File: src/rtl/wb_arbiter_pkg.sv
// Shared definitions for the writeback arbiter: the priority state encoding
// and the default widths used by the arbiter and its scoreboard.
package wb_arbiter_pkg;

  localparam int DATA_W_DEF     = 32;
  localparam int ADDR_W_DEF     = 6;
  localparam int STARVE_MAX_DEF = 4;

  localparam logic [0:0] A_PRI = 1'b0;
  localparam logic [0:0] B_PRI = 1'b1;

endpackage

File: src/rtl/wb_scoreboard.sv
// Pending-write scoreboard: one busy bit per register, set on B-unit issue,
// cleared when the B result is written back. Two combinational read ports.
module wb_scoreboard #(
  parameter int ADDR_W = 6
) (
  input  logic              clk,
  input  logic              rst_n,
  input  logic              set_en,
  input  logic [ADDR_W-1:0] set_addr,
  input  logic              clr_en,
  input  logic [ADDR_W-1:0] clr_addr,
  input  logic [ADDR_W-1:0] q1,
  input  logic [ADDR_W-1:0] q2,
  output logic              busy1,
  output logic              busy2
);

  localparam int NREG = 2 ** ADDR_W;

  logic [NREG-1:0] busy;
  logic [NREG-1:0] busy_d;

  // Set is applied after clear so a same-cycle set/clear leaves the bit set.
  always_comb begin
    busy_d = busy;
    if (clr_en) busy_d[clr_addr] = 1'b0;
    if (set_en && (set_addr != '0)) busy_d[set_addr] = 1'b1;
  end

  always_ff @(posedge clk) begin
    if (!rst_n) busy <= '0;
    else        busy <= busy_d;
  end

  assign busy1 = (q1 != '0) && busy[q1];
  assign busy2 = (q2 != '0) && busy[q2];

endmodule

File: src/rtl/wb_arbiter.sv
// Two-source writeback arbiter onto the single regfile write port, with
// starvation-bounded priority for the long-latency B unit.
module wb_arbiter
  import wb_arbiter_pkg::*;
#(
  parameter int DATA_W     = DATA_W_DEF,
  parameter int ADDR_W     = ADDR_W_DEF,
  parameter int STARVE_MAX = STARVE_MAX_DEF
) (
  input  logic              clk,
  input  logic              rst_n,
  input  logic              a_valid,
  input  logic [ADDR_W-1:0] a_rd,
  input  logic [DATA_W-1:0] a_data,
  output logic              a_ready,
  input  logic              b_valid,
  input  logic [ADDR_W-1:0] b_rd,
  input  logic [DATA_W-1:0] b_data,
  output logic              b_ready,
  input  logic              iss_valid,
  input  logic [ADDR_W-1:0] iss_rd,
  input  logic [ADDR_W-1:0] q1,
  input  logic [ADDR_W-1:0] q2,
  output logic              busy1,
  output logic              busy2,
  output logic              we3,
  output logic [ADDR_W-1:0] a3,
  output logic [DATA_W-1:0] wd3
);

  localparam int CW = $clog2(STARVE_MAX + 1);
  localparam logic [CW-1:0] CNT_MAX = CW'(STARVE_MAX);

  logic [0:0]    state, state_d;
  logic [CW-1:0] starve_cnt, cnt_d;
  logic          a_xfer, b_xfer, starving;

  always_comb begin
    if (state == A_PRI) begin
      a_ready = 1'b1;
      b_ready = !a_valid;
    end else begin
      b_ready = 1'b1;
      a_ready = !b_valid;
    end
  end

  assign a_xfer   = a_valid && a_ready;
  assign b_xfer   = b_valid && b_ready;
  assign starving = (state == A_PRI) && b_valid && !b_ready;

  always_comb begin
    cnt_d = starve_cnt;
    if (b_xfer)                               cnt_d = '0;
    else if (starving && starve_cnt != CNT_MAX) cnt_d = starve_cnt + 1'b1;
  end

  // B_PRI always lasts one cycle: either B transfers or it has nothing to send.
  always_comb begin
    state_d = state;
    if (state == A_PRI) begin
      if (starving && cnt_d == CNT_MAX) state_d = B_PRI;
    end else if (b_xfer || !b_valid) begin
      state_d = A_PRI;
    end
  end

  always_ff @(posedge clk) begin
    if (!rst_n) begin
      state      <= A_PRI;
      starve_cnt <= '0;
      we3        <= 1'b0;
      a3         <= '0;
      wd3        <= '0;
    end else begin
      state      <= state_d;
      starve_cnt <= cnt_d;
      we3        <= 1'b0;
      if (a_xfer) begin
        we3 <= (a_rd != '0);
        a3  <= a_rd;
        wd3 <= a_data;
      end else if (b_xfer) begin
        we3 <= (b_rd != '0);
        a3  <= b_rd;
        wd3 <= b_data;
      end
    end
  end

  wb_scoreboard #(.ADDR_W(ADDR_W)) u_sb (
    .clk      (clk),
    .rst_n    (rst_n),
    .set_en   (iss_valid),
    .set_addr (iss_rd),
    .clr_en   (b_xfer),
    .clr_addr (b_rd),
    .q1       (q1),
    .q2       (q2),
    .busy1    (busy1),
    .busy2    (busy2)
  );

endmodule

File: config.mk
export PLATFORM = sky130hd
export DESIGN_NAME = wb_arbiter
export DESIGN_NICKNAME = d
export VERILOG_FILES = /design/src/rtl/wb_arbiter_pkg.sv /design/src/rtl/wb_scoreboard.sv /design/src/rtl/wb_arbiter.sv
export SDC_FILE = /design/constraint.sdc
export NUM_CORES = 1
export LEC_CHECK = 0
export ABC_AREA = 1
export BUFFER_PORTS_ARGS = -buffer_cell sky130_fd_sc_hd__buf_4
export CAP_MARGIN = 20
export CORE_MARGIN = 2
export CORE_UTILIZATION = 37
export CTS_CLUSTER_SIZE = 8
export DETAILED_ROUTE_END_ITERATION = 10
export HOLD_SLACK_MARGIN = 0.03
export MAX_ROUTING_LAYER = met4
export PLACE_DENSITY = 0.66
export SYNTH_ARGS = -nofsm -noshare
export SYNTH_HDL_FRONTEND = slang
export SYNTH_SLANG_ARGS = --single-unit
File: constraint.sdc
create_clock -name clk -period 1.4 [get_ports clk]
set_input_delay 0.14 -clock clk [delete_from_list [all_inputs] [get_ports clk]]
set_output_delay 0.14 -clock clk [all_outputs]
set_load 0.02 [all_outputs]
## Word-level counts from Yosys, hierarchy flattened

Cells that the tools add are included.

| operators by class | value |
|---|---|
| add/sub/neg operators | 1 |
| bitwise operators | 4 |
| magnitude comparators | 6 |
| muxes and demuxes | 23 |
| reductions and logical operators | 21 |
| equal/unequal tests | 2 |

Operator list:

| cell | count |
|---|---|
| $mux 64 | 2 |
| $and 64x64->64 | 1 |
| $mux 32 | 2 |
| $not 64->64 | 1 |
| $or 64x64->64 | 1 |
| $reduce_bool 6->1 | 5 |
| $lt 6x7->1 const B | 4 |
| $bmux 1 s6 | 2 |
| $demux 1 s6 | 2 |
| $ge 6x1->1 const B | 2 |
| $mux 6 | 2 |
| $logic_and 1x1->1 | 11 |
| $mux 1 | 11 |
| $mux 3 | 2 |
| $add 3x1->3 const B | 1 |
| $eq 3x3->1 const B | 1 |
| $logic_not 1->1 | 3 |
| $ne 3x3->1 const B | 1 |
| $reduce_bool 2->1 | 1 |
| $logic_or 1x1->1 | 1 |
| $not 1->1 | 1 |

| word-level totals | value |
|---|---|
| word-level logic and storage cells | 63 |
| output and inout bits | 43 |
| flip-flop bits (word level) | 107 |
| bits of input ports | 99 |

## Logic depth before layout (Yosys ltp)

Gate-level depths: netlist (run 1).

| depth | value |
|---|---|
| word-level depth | 11 |
| mapped depth | 13 |
| depth with buffers taken out | 12 |

## Hierarchy

A second synthesis (run 1) with hierarchy kept.

| second synthesis, totals | value |
|---|---|
| cell total of the unflattened synthesis | 1051 |
| area, all modules | 6329.8 um^2 |

By module, submodules not included:

| module | cells each | area each (um^2) | instances |
|---|---|---|---|
| wb_scoreboard | 677 | 3991.3 | 1 |
| wb_arbiter | 374 | 2338.5 | 1 |

## Worst setup path before layout (run 1)

No wires, ideal clock.

| timing path | value |
|---|---|
| path kind | register -> register |
| start point | register state |
| end point | register u_sb.busy[50] |
| setup slack | -0.048 ns |
| buffers on the path | 1 |
| arrival | 1.315 ns |
| stages on the path, launching flop included | 9 |
| path through | dfxtp_1 inv_1 nand2_1 inv_1 nor2_4 buf_2 nand2_1 o21ai_0 a21oi_1 |

| between the ends | value |
|---|---|
| longest elaborated chain between the ends | 5 |

Ends and longest elaborated chain:

| what | line | RTL |
|---|---|---|
| from (decl) | wb_arbiter.sv:34 | `logic [0:0] state, state_d;` |
| from (signal assigned) | wb_arbiter.sv:76 | `state <= state_d;` |
| $mux 1 * | wb_arbiter.sv:39 | `if (state == A_PRI) begin` |
| named net b_ready | wb_arbiter.sv:19 | `output logic b_ready,` |
| $logic_and 1x1->1 * | wb_arbiter.sv:49 | `assign b_xfer = b_valid && b_ready;` |
| $mux 64 * | wb_scoreboard.sv:26 | `if (clr_en) busy_d[clr_addr] = 1'b0;` |
| $or 64x64->64 (no line) | - |  |
| $mux 64 * | wb_scoreboard.sv:27 | `if (set_en && (set_addr != '0)) busy_d[set_addr] = 1'b1;` |
| to (signal assigned) | wb_scoreboard.sv:32 | `else busy <= busy_d;` |
| to (decl) | wb_scoreboard.sv:20 | `logic [NREG-1:0] busy;` |

The timed path passes the listed nets; every way through them passes the cells marked *.
A chain may end at the register's enable or synchronous reset.

## Worst setup path after layout (run 1)

| timing path | value |
|---|---|
| start point | register u_sb.busy[39] |
| end point | output port busy1 |

| between the ends | value |
|---|---|
| longest elaborated chain between the ends | 3 |

Ends and longest elaborated chain:

| what | line | RTL |
|---|---|---|
| $bmux 1 s6 | wb_scoreboard.sv:35 | `assign busy1 = (q1 != '0) && busy[q1];` |
| $mux 1 (implied by the code) | wb_scoreboard.sv:35 |  |
| $logic_and 1x1->1 | wb_scoreboard.sv:35 |  |
| to (decl) | wb_arbiter.sv:24 | `output logic busy1,` |

Every way passes these cells. The select of a mux whose other input is x is not followed.

==> flow_summary.ini, run 1 <==
[critical_path]
crit_start = u_sb.busy[39]
endpoint_kind = output port
cp_num_buf_inv = 2
cp_data_arrival_time_ns = 1.52
r2r-start = state
slowest_stage = dfxtp_1
reg2regPathDepth = 8
cp_cell_sequence = inv_1 > nand2_1 > o211ai_1 > a21boi_1 > nor2_1 > nand2_1 > nand3_1 > nand2_1 > buf_6
path_delay_family = simple AND/OR/NAND/NOR gates
cp_slowest_stage_delay_ns = 0.34
required_ns = 1.26
critical_path_class = flop to output port
critPathLaunchType = flop
path_common_cell = nand2_1
r2r_setup_slack_ns = 0.06
r2r-end = u_sb.busy[4]
path_max_fanout = 2

[place]
place_hpwl_um = 15600
post-place-ws_ns = -0.0336
io_buffers = 141
dpl.cell_count = 1412
place_congestion = 0.896

[clock_tree]
clk_path_buf_depth = 2
clock_latency_ns = 0.35
cts_tree = done
clock-sinks = 107
cts_hold_buf = 0
clk_pin_slew_ns = 0.07
cts_max_level = 3
root_buffer = clkbuf_16
cts-buffers-inserted = 9

[synthesis]
ys_warn_count = 0
synth_compound_area_share_pct = 21.3
ys_ff_latch = 107
syn_nets = 1140
syn_avg_cell_area_um2 = 6.02
synth_xor_area_share_pct = 0.140
synth_mux_area_share_pct = 0
netlist_instances = 1039
ys_types = 25
ys_seq_area_share_pct = 34.2
yosys.area_share.simple_pct = 30.6
yosys.area_share.adder_pct = 0.400
synth_top_family_by_area = simple AND/OR/NAND/NOR gates
syn_area_mm2 = 0.00626

[power]
p_sw_share_pct = 28.5
combPwrFrac_pct = 22.2
intPower_mw = 5.23
leakage_nw = 4.13
seqPwrFrac_pct = 43.8
clkPwrFrac_pct = 34.0
p_per_area_mw_per_mm2 = 854
irDropWorstVdd_mv = 0.477
switchingPower_mw = 2.09

[drt]
wl_per_cell_um = 14.5
dr.pass1.iters = 5
drc = 0
vias = 7180
viasPerCell = 5.01
route.antenna.remaining_nets = 0
first_iter_violations = 576
finalWirelength_um = 20800

[sta]
worst_slack_ns = -0.261
max_freq_ghz = 0.602
setup_viol = 2
finalMaxSlewViolations = 0
clock_skew_ns = 0.00564
slew_headroom_pct = 55.7
worst_slew_pin_slew_ns = 0.660
post-route-period-util_pct = 119
hold_viol = 0
period_minus_slack_ns = 1.66
rsz0062_at_grt = true

[global_routing]
antenna_found_initial = 0
grt_first_pass_wirelength_um = 33100
grt_max_degree = 72
grt_pass1_vias = 6566
grt_util_all_layers_pct = 23.6
overflow = 0

[floorplan]
start_util_pct = 37.7
rows = 47
die_x_um = 134
core_area_mm2 = 0.0166
dieArea_mm2 = 0.0180
ios = 142
die_h_um = 134

[layout]
layout-drive-gt1-share_pct = 27.6
fin_util_pct = 51.7
antenna_cells = 0
final_cells = 1432
syn_to_final_growth_pct = 36.9
final_nets = 1309

[worst_hold_path]
worstHoldStart = b_data[30]
hold_path_class = input pin to flop
hold_end = wd3[30]
min_path_cells = 5

[status]
status = complete, but fails checks
violations = setup timing

[job]
drv_cap = 0
cell usage after synthesis (all sizes together):
master	n	area [um2]
nand2	331	1240
inv	171	642
o21ai	115	579
a21oi	113	566
dfxtp	107	2140
nand3	77	385
clkbuf	27	101
nor2	27	119
buf	19	96.3
nor3	19	135
o211ai	18	135
a21boi	4	30.0
nand4	4	25.0
a31oi	2	12.5
ha	2	25.0
o31ai	1	7.51
or2	1	6.26
xnor2	1	8.76
worst max-delay path by stage:
stage               cells past startpoint             to  slack [ns]
floorplan                               8  u_sb.busy[50]        0.03
global placement                       14          busy2      -0.008
detailed placement                     14          busy2       -0.03
CTS                                    11          busy1       -0.26
global route                            8          busy1       -0.38
finish                                  9          busy1       -0.26
metrics by stage:
step / setup TNS [ns] / hold slack (ns) / instance area [um2] / total power [mW]
after floorplan: 0 / 0.324 / 6260 / 4.07
after global placement: -0.0160 / 0.427 / 8000 / 4.81
after detailed placement: -0.0566 / 0.438 / 8000 / 4.82
after CTS: -0.496 / 0.0728 / 8360 / 7.32
after global routing: -0.935 / 0.100 / 8570 / 7.64
final: -0.511 / 0.0834 / 8570 / 7.32
logic make-up after synthesis:
kind of cell / after synthesis
and+or+nand+nor: 459
AOI/OAI and AO/OA: 253
buffers and inverters: 217
DFF: 107
adders and majority gates: 2
xor gates and xnor gates: 1
placed cells by master, fill, tap and decap left out, types with 2 or more instances in the layout:
cell type,n
clkinvlp_4,2
o21ai_1,35
buf_4,185
buf_12,14
nand3_1,71
nor2_2,4
nand3_2,6
dfxtp_2,30
clkinv_2,3
inv_2,33
nor2_1,20
nand2_4,2
a21oi_1,110
nor3_2,9
a31oi_1,2
nor2_4,3
o21ai_2,14
clkbuf_16,10
o21ai_0,66
inv_1,137
o211ai_1,18
dfxtp_1,77
nand2_2,10
nand4_1,4
nor3_1,10
ha_1,2
nand2_1,318
a21oi_2,3
buf_6,4
a21boi_1,4
area by class of cell:
cell class                 count  area [um2]
sequential                   107        2180
inverter                     171         643
tap                          220         275
clock inverter                 5        55.1
fill                        1757        8020
timing repair buffer         204        1740
clock buffer                  10         229
multi-input combinational    715        3450
worst min-delay path, delay by kind of cell:
family | cells | cell delay (ns)
buffers and inverters | 2 | 0.12
AOI/OAI and AO/OA | 1 | 0.06
and+or+nand+nor | 2 | 0.09
metal layers:
layer / wire length, um / up-vias / GRT usage [%]
met5: 0 / - / -
met1: 9410 / 3193 / 31.5
li1: - / 3653 / -
met4: 446 / 0 / 8.65
met3: 1730 / 31 / 3.78
met2: 9240 / 303 / 36.3
power by group through the flow:
| stage | combinational, mW | clock (mW) | sequential [mW] |
|---|---|---|---|
| 6_report | 1.63 | 2.49 | 3.21 |
| 5_1_grt | 1.80 | 2.63 | 3.22 |
| 4_1_cts | 1.57 | 2.54 | 3.21 |
| 3_5_place_dp | 1.55 | 0 | 3.27 |
| 3_3_place_gp | 1.54 | 0 | 3.27 |
| 2_1_floorplan | 0.694 | 0 | 3.37 |
state kept, by name, summed over array words and instances (netlist names):
| name | count |
|---|---|
| starve_cnt | 3 |
| wd3 | 32 |
| u_sb.busy | 64 |
| we3 | 1 |
| state | 1 |
| a3 | 6 |
what timing repair did:
item,in CTS,in global routing
resized for setup,55,97
endpoints found under the setup margin,9,48
gates cloned,0,1
buffers inserted,0,4
pin swaps,15,20
No activity file was read; power rests on OpenSTA's default activity.
==> run 2: changes to the inputs <==
CTS_CLUSTER_SIZE = 10   (was 8)
SETUP_SLACK_MARGIN = 0.15   (was default)
==> run 2 against run 1 <==
The run still ends with setup timing left. Critical path depth up 2. Sequential power about the same. Global-route usage up 0.12 points. Count of clock-buffer cells in the layout up 1. Hold slack worse by 0.0095 ns. Utilization up 2.0 points. Critical endpoint unchanged. Largest power group unchanged.
==> flow_summary.ini, run 2 (synthesis gave the netlist of run 1 again) <==
[drt]
vias = 7260
first_iter_violations = 662
dr.pass1.iters = 5
route.antenna.remaining_nets = 0
drc = 0
viasPerCell = 5.06
finalWirelength_um = 21600
wl_per_cell_um = 15.0

[power]
finalPower_mw = 7.35
irDropWorstVdd_mv = 0.786
p_per_area_mw_per_mm2 = 825
leakage_nw = 4.20

[place]
place_congestion = 0.878
place_hpwl_um = 15400
io_buffers = 141
dpl.cell_count = 1405

[layout]
layout-drive-gt1-share_pct = 31.5
final_cells = 1434
mostFrequentLayoutCell = nand2_1
final_nets = 1310
largest_reg_flops = 64
top_register = u_sb.busy
reg_top3 = u_sb.busy: 64 flops, wd3: 32 flops, a3: 6 flops
antenna_cells = 0
syn_to_final_growth_pct = 42.3
final_cell_mix = nand2_1 (309), buf_4 (178), inv_1 (141)

[floorplan]
die_x_um = 134
dieArea_mm2 = 0.0180
ios = 142
die_h_um = 134
core_area_mm2 = 0.0166
rows = 47
start_util_pct = 37.7

[critical_path]
cp_slowest_stage_delay_ns = 0.36
path_common_cell = nand2_1
cp_data_arrival_time_ns = 1.55
required_ns = 1.26
cp_num_buf_inv = 2
critical_path_class = flop to output port
path_delay_family = simple AND/OR/NAND/NOR gates
slowest_stage = dfxtp_1
path_max_fanout = 2
endpoint_kind = output port
critPathLaunchType = flop
cp_cell_sequence = inv_1 > nand2_1 > nand3_1 > nand3_1 > nand3_2 > nand2_1 > nand2_1 > nand2_1 > nand2_1 > nand2_2 > buf_6

[clock_tree]
cts_hold_buf = 0
clk_path_buf_depth = 2
cts_tree = done
cts_max_level = 3
clk_pin_slew_ns = 0.07
cts-buffers-inserted = 9
clock_latency_ns = 0.34
clock-sinks = 107
root_buffer = clkbuf_16

[sta]
rsz0062_at_grt = true
slew_headroom_pct = 41.2
worst_slew_pin_slew_ns = 0.875
hold_viol = 0
max_freq_ghz = 0.593
worst_slack_ns = -0.286
finalMaxSlewViolations = 0
clock_skew_ns = 0.00468
period_minus_slack_ns = 1.69
post-route-period-util_pct = 120
setup_viol = 3

[job]
drv_cap = 0

[status]
violations = setup timing
status = complete, but fails checks

[global_routing]
antenna_found_initial = 0
grt_util_all_layers_pct = 23.7
overflow = 0
grt_first_pass_wirelength_um = 33600
grt_max_degree = 77
grt_pass1_vias = 6690

[worst_hold_path]
hold_path_class = input pin to flop
[run 2: cell type report]
class / instances / area, um2
clock buffer: 11 / 253
clock inverter: 5 / 27.5
fill: 1660 / 7680
inverter: 171 / 652
multi-input combinational: 716 / 3780
sequential: 107 / 2180
tap: 220 / 275
timing repair buffer: 204 / 1740
[run 2: path summary, 6_finish.rpt]
| check | startpoint | to | slack, ns | cells past startpoint |
|---|---|---|---|---|
| max | u_sb.busy[26] | busy1 | -0.29 | 11 |
| min | a_data[27] | wd3[27] | 0.07 | 5 |
| max reg2reg | state | u_sb.busy[33] | -0.05 | 8 |
| min reg2reg | u_sb.busy[2] | u_sb.busy[2] | 0.46 | 2 |
[run 2: power breakdown]
group	internal (mW)	leakage, nW	switching (mW)	total (mW)
Clock	1.29	0.141	1.13	2.42
Combinational	0.741	3.17	0.979	1.72
Sequential	3.15	0.887	0.0585	3.21
[run 2: metrics by stage]
stage / TNS, ns / setup WS, ns / utilization, % / hold WS, ns / instance area, um2
after global placement: -0.0194 / -0.0194 / 47.9 / 0.428 / 7940
after floorplan: 0 / 0.144 / - / 0.324 / 6300
after global routing: -2.00 / -0.399 / 53.7 / 0.0999 / 8910
after CTS: -0.483 / -0.242 / 51.3 / 0.0815 / 8510
final: -0.610 / -0.286 / 53.7 / 0.0739 / 8910
after detailed placement: -0.302 / -0.0378 / 47.9 / 0.438 / 7940
[run 2: per-layer routing]
layer / GRT usage, % / up-vias / wire, um
met2: 36.9 / 295 / 9810
met4: 7.19 / 0 / 488
met3: 5.37 / 37 / 1830
met1: 30.9 / 3267 / 9430
li1: - / 3661 / -
met5: - / - / 0
[run 2: repair_timing]
item / in CTS / in global routing
setup endpoints to repair: 61 / 83
setup buffers: 5 / 4
pin swaps: 28 / 44
cloned: 1 / 3
resized for setup: 113 / 114
hold endpoints to repair: 0 / 0
[run 2: worst register-to-register path, delay by kind of cell (launching register included)]
family          cells  cell delay, ns
flops               1            0.35
simple gates        3            0.41
compound gates      2            0.30
buf+inv             3            0.26
==> run 3: changes to the inputs <==
GPL_TIMING_DRIVEN = 0   (was default)
==> run 3 against run 2 <==
The run still ends with setup timing left. Fmax fell by 1.7%. Die area unchanged. Global-route usage grew 1.6 points. Via count up 2.8%. Critical path depth decreased by 2. Clock skew is 0.0045 ns higher. Hold slack worse by 0.014 ns. Flip-flop and latch count unchanged. Total power increased by 1.6%. Count of clock-buffer cells in the layout is 1 lower. Combinational power rose by 7%. Sequential power about the same. Largest power group unchanged.
==> flow_summary.ini, run 3 (synthesis gave the netlist of run 1 again) <==
[drt]
viasPerCell = 5.17
first_iter_violations = 583
wirelength_met1_um = 9910
highest_layer = met4
drc = 0
dr_wl_met2_um = 11500
vias = 7465
wl_per_cell_um = 16.5
route.antenna.remaining_nets = 0
finalWirelength_um = 23800
dr_wl_met3_um = 1980
dr.pass1.iters = 5

[global_routing]
antenna_found_initial = 0
grt_first_pass_wirelength_um = 34700
grt_util_all_layers_pct = 25.3
grt_pass1_vias = 6573
grt_max_degree = 18
overflow = 0

[sta]
max_freq_ghz = 0.583
hold_viol = 0
slew_headroom_pct = 35.2
rsz0062_at_grt = true
period_minus_slack_ns = 1.72
setup_viol = 42
finalMaxSlewViolations = 0
post-route-period-util_pct = 123
clock_skew_ns = 0.00919
worst_slack_ns = -0.316
worst_slew_pin_slew_ns = 0.965

[critical_path]
critPathLaunchType = flop
required_ns = 1.26
path_max_fanout = 2
critical_path_class = flop to output port
cp_data_arrival_time_ns = 1.58
endpoint_kind = output port

[place]
place_congestion = 0.955
io_buffers = 139
place_hpwl_um = 16700
dpl.cell_count = 1398
post-place-ws_ns = -0.406

[clock_tree]
cts_hold_buf = 0
cts_tree = done
cts_max_level = 3
clk_pin_slew_ns = 0.07
root_buffer = clkbuf_16
clock_latency_ns = 0.35
clk_path_buf_depth = 2
clock-sinks = 107
cts-buffers-inserted = 9

[power]
irDropWorstVdd_mv = 0.550
finalPower_mw = 7.46
intPower_mw = 5.16
seqPwrFrac_pct = 43.0
p_per_area_mw_per_mm2 = 812
clkPwrFrac_pct = 32.4
p_sw_share_pct = 30.9
leakage_nw = 4.24
switchingPower_mw = 2.31
combPwrFrac_pct = 24.6

[floorplan]
ios = 142
start_util_pct = 37.7
core_area_mm2 = 0.0166
rows = 47
die_x_um = 134
die_h_um = 134
dieArea_mm2 = 0.0180

[worst_hold_path]
hold_path_class = input pin to flop

[layout]
reg_top3 = u_sb.busy: 64 flops, wd3: 32 flops, a3: 6 flops
final_cell_mix = nand2_1 (257), inv_1 (150), buf_4 (145)
top_register = u_sb.busy
antenna_cells = 0
mostFrequentLayoutCell = nand2_1
final_cells = 1444
fin_util_pct = 55.4
largest_reg_flops = 64
layout-drive-gt1-share_pct = 34.7
final_nets = 1320
syn_to_final_growth_pct = 46.9
nFillCells = 1629

[status]
status = complete, but fails checks
violations = setup timing

[job]
drv_cap = 0
-- run 3: cell types whose count changed in the layout (fill, tap and decap cells not counted), sizes merged --
cell	before	now
clkbuf	13	35
buf	202	190
clkinv	4	5
nor2	28	27
-- run 3: critical path: stages, from the launching register on --
cell	delay [ns]
dfxtp_1	0.37
inv_1	0.11
a21oi_1	0.13
o21ai_0	0.11
a21boi_1	0.14
nor2_1	0.06
nand2_1	0.05
nand3_1	0.06
nand2_1	0.07
buf_6	0.11
-- run 3: area by class of cell --
class | count | area (um2) | share of cell area, %
well taps | 220 | 275 | 2.99
flip-flops and latches | 107 | 2160 | 23.5
inverters | 171 | 657 | 7.14
plain buffers | 46 | 283 | 3.08
multi-input cells | 715 | 4080 | 44.4
clock buffers | 10 | 239 | 2.60
repair buffers | 169 | 1460 | 15.9
clock inverters | 6 | 40.0 | 0.435
-- run 3: repair_timing --
action | in CTS | in global routing
resized for setup | 158 | 224
setup buffers | 14 | 11
pin swaps | 50 | 75
gates cloned | 1 | 4
endpoints found under the setup margin | 107 | 107
-- run 3: layer usage --
layer	track usage [%]	vias to the layer above
met5	-	-
met4	7.37	0
met3	5.63	43
met2	40.5	364
met1	32.2	3369
li1	-	3689
-- run 3: path summary, 6_finish.rpt --
path	start	end	slack (ns)	cells past startpoint
min reg2reg	u_sb.busy[16]	u_sb.busy[16]	0.46	2
max	u_sb.busy[33]	busy2	-0.32	9
min	b_data[20]	wd3[20]	0.06	5
max reg2reg	state	u_sb.busy[22]	-0.06	9
-- run 3: power groups by stage --
stage               Clock [mW]  Combinational (mW)  Sequential [mW]
floorplan                    0               0.706             3.37
global placement             0                1.45             3.27
detailed placement           0                1.46             3.27
CTS                       2.44                1.59             3.21
global route              2.54                1.99             3.22
finish                    2.41                1.84             3.21
-- run 3: stage by stage --
stage | setup TNS [ns] | instance area (um2) | hold slack (ns)
after floorplan | 0 | 6300 | 0.324
after global placement | -7.03 | 7620 | 0.432
after global routing | -4.47 | 9200 | 0.0724
after detailed placement | -7.27 | 7620 | 0.435
final | -1.79 | 9200 | 0.0595
after CTS | -0.559 | 8420 | 0.0680
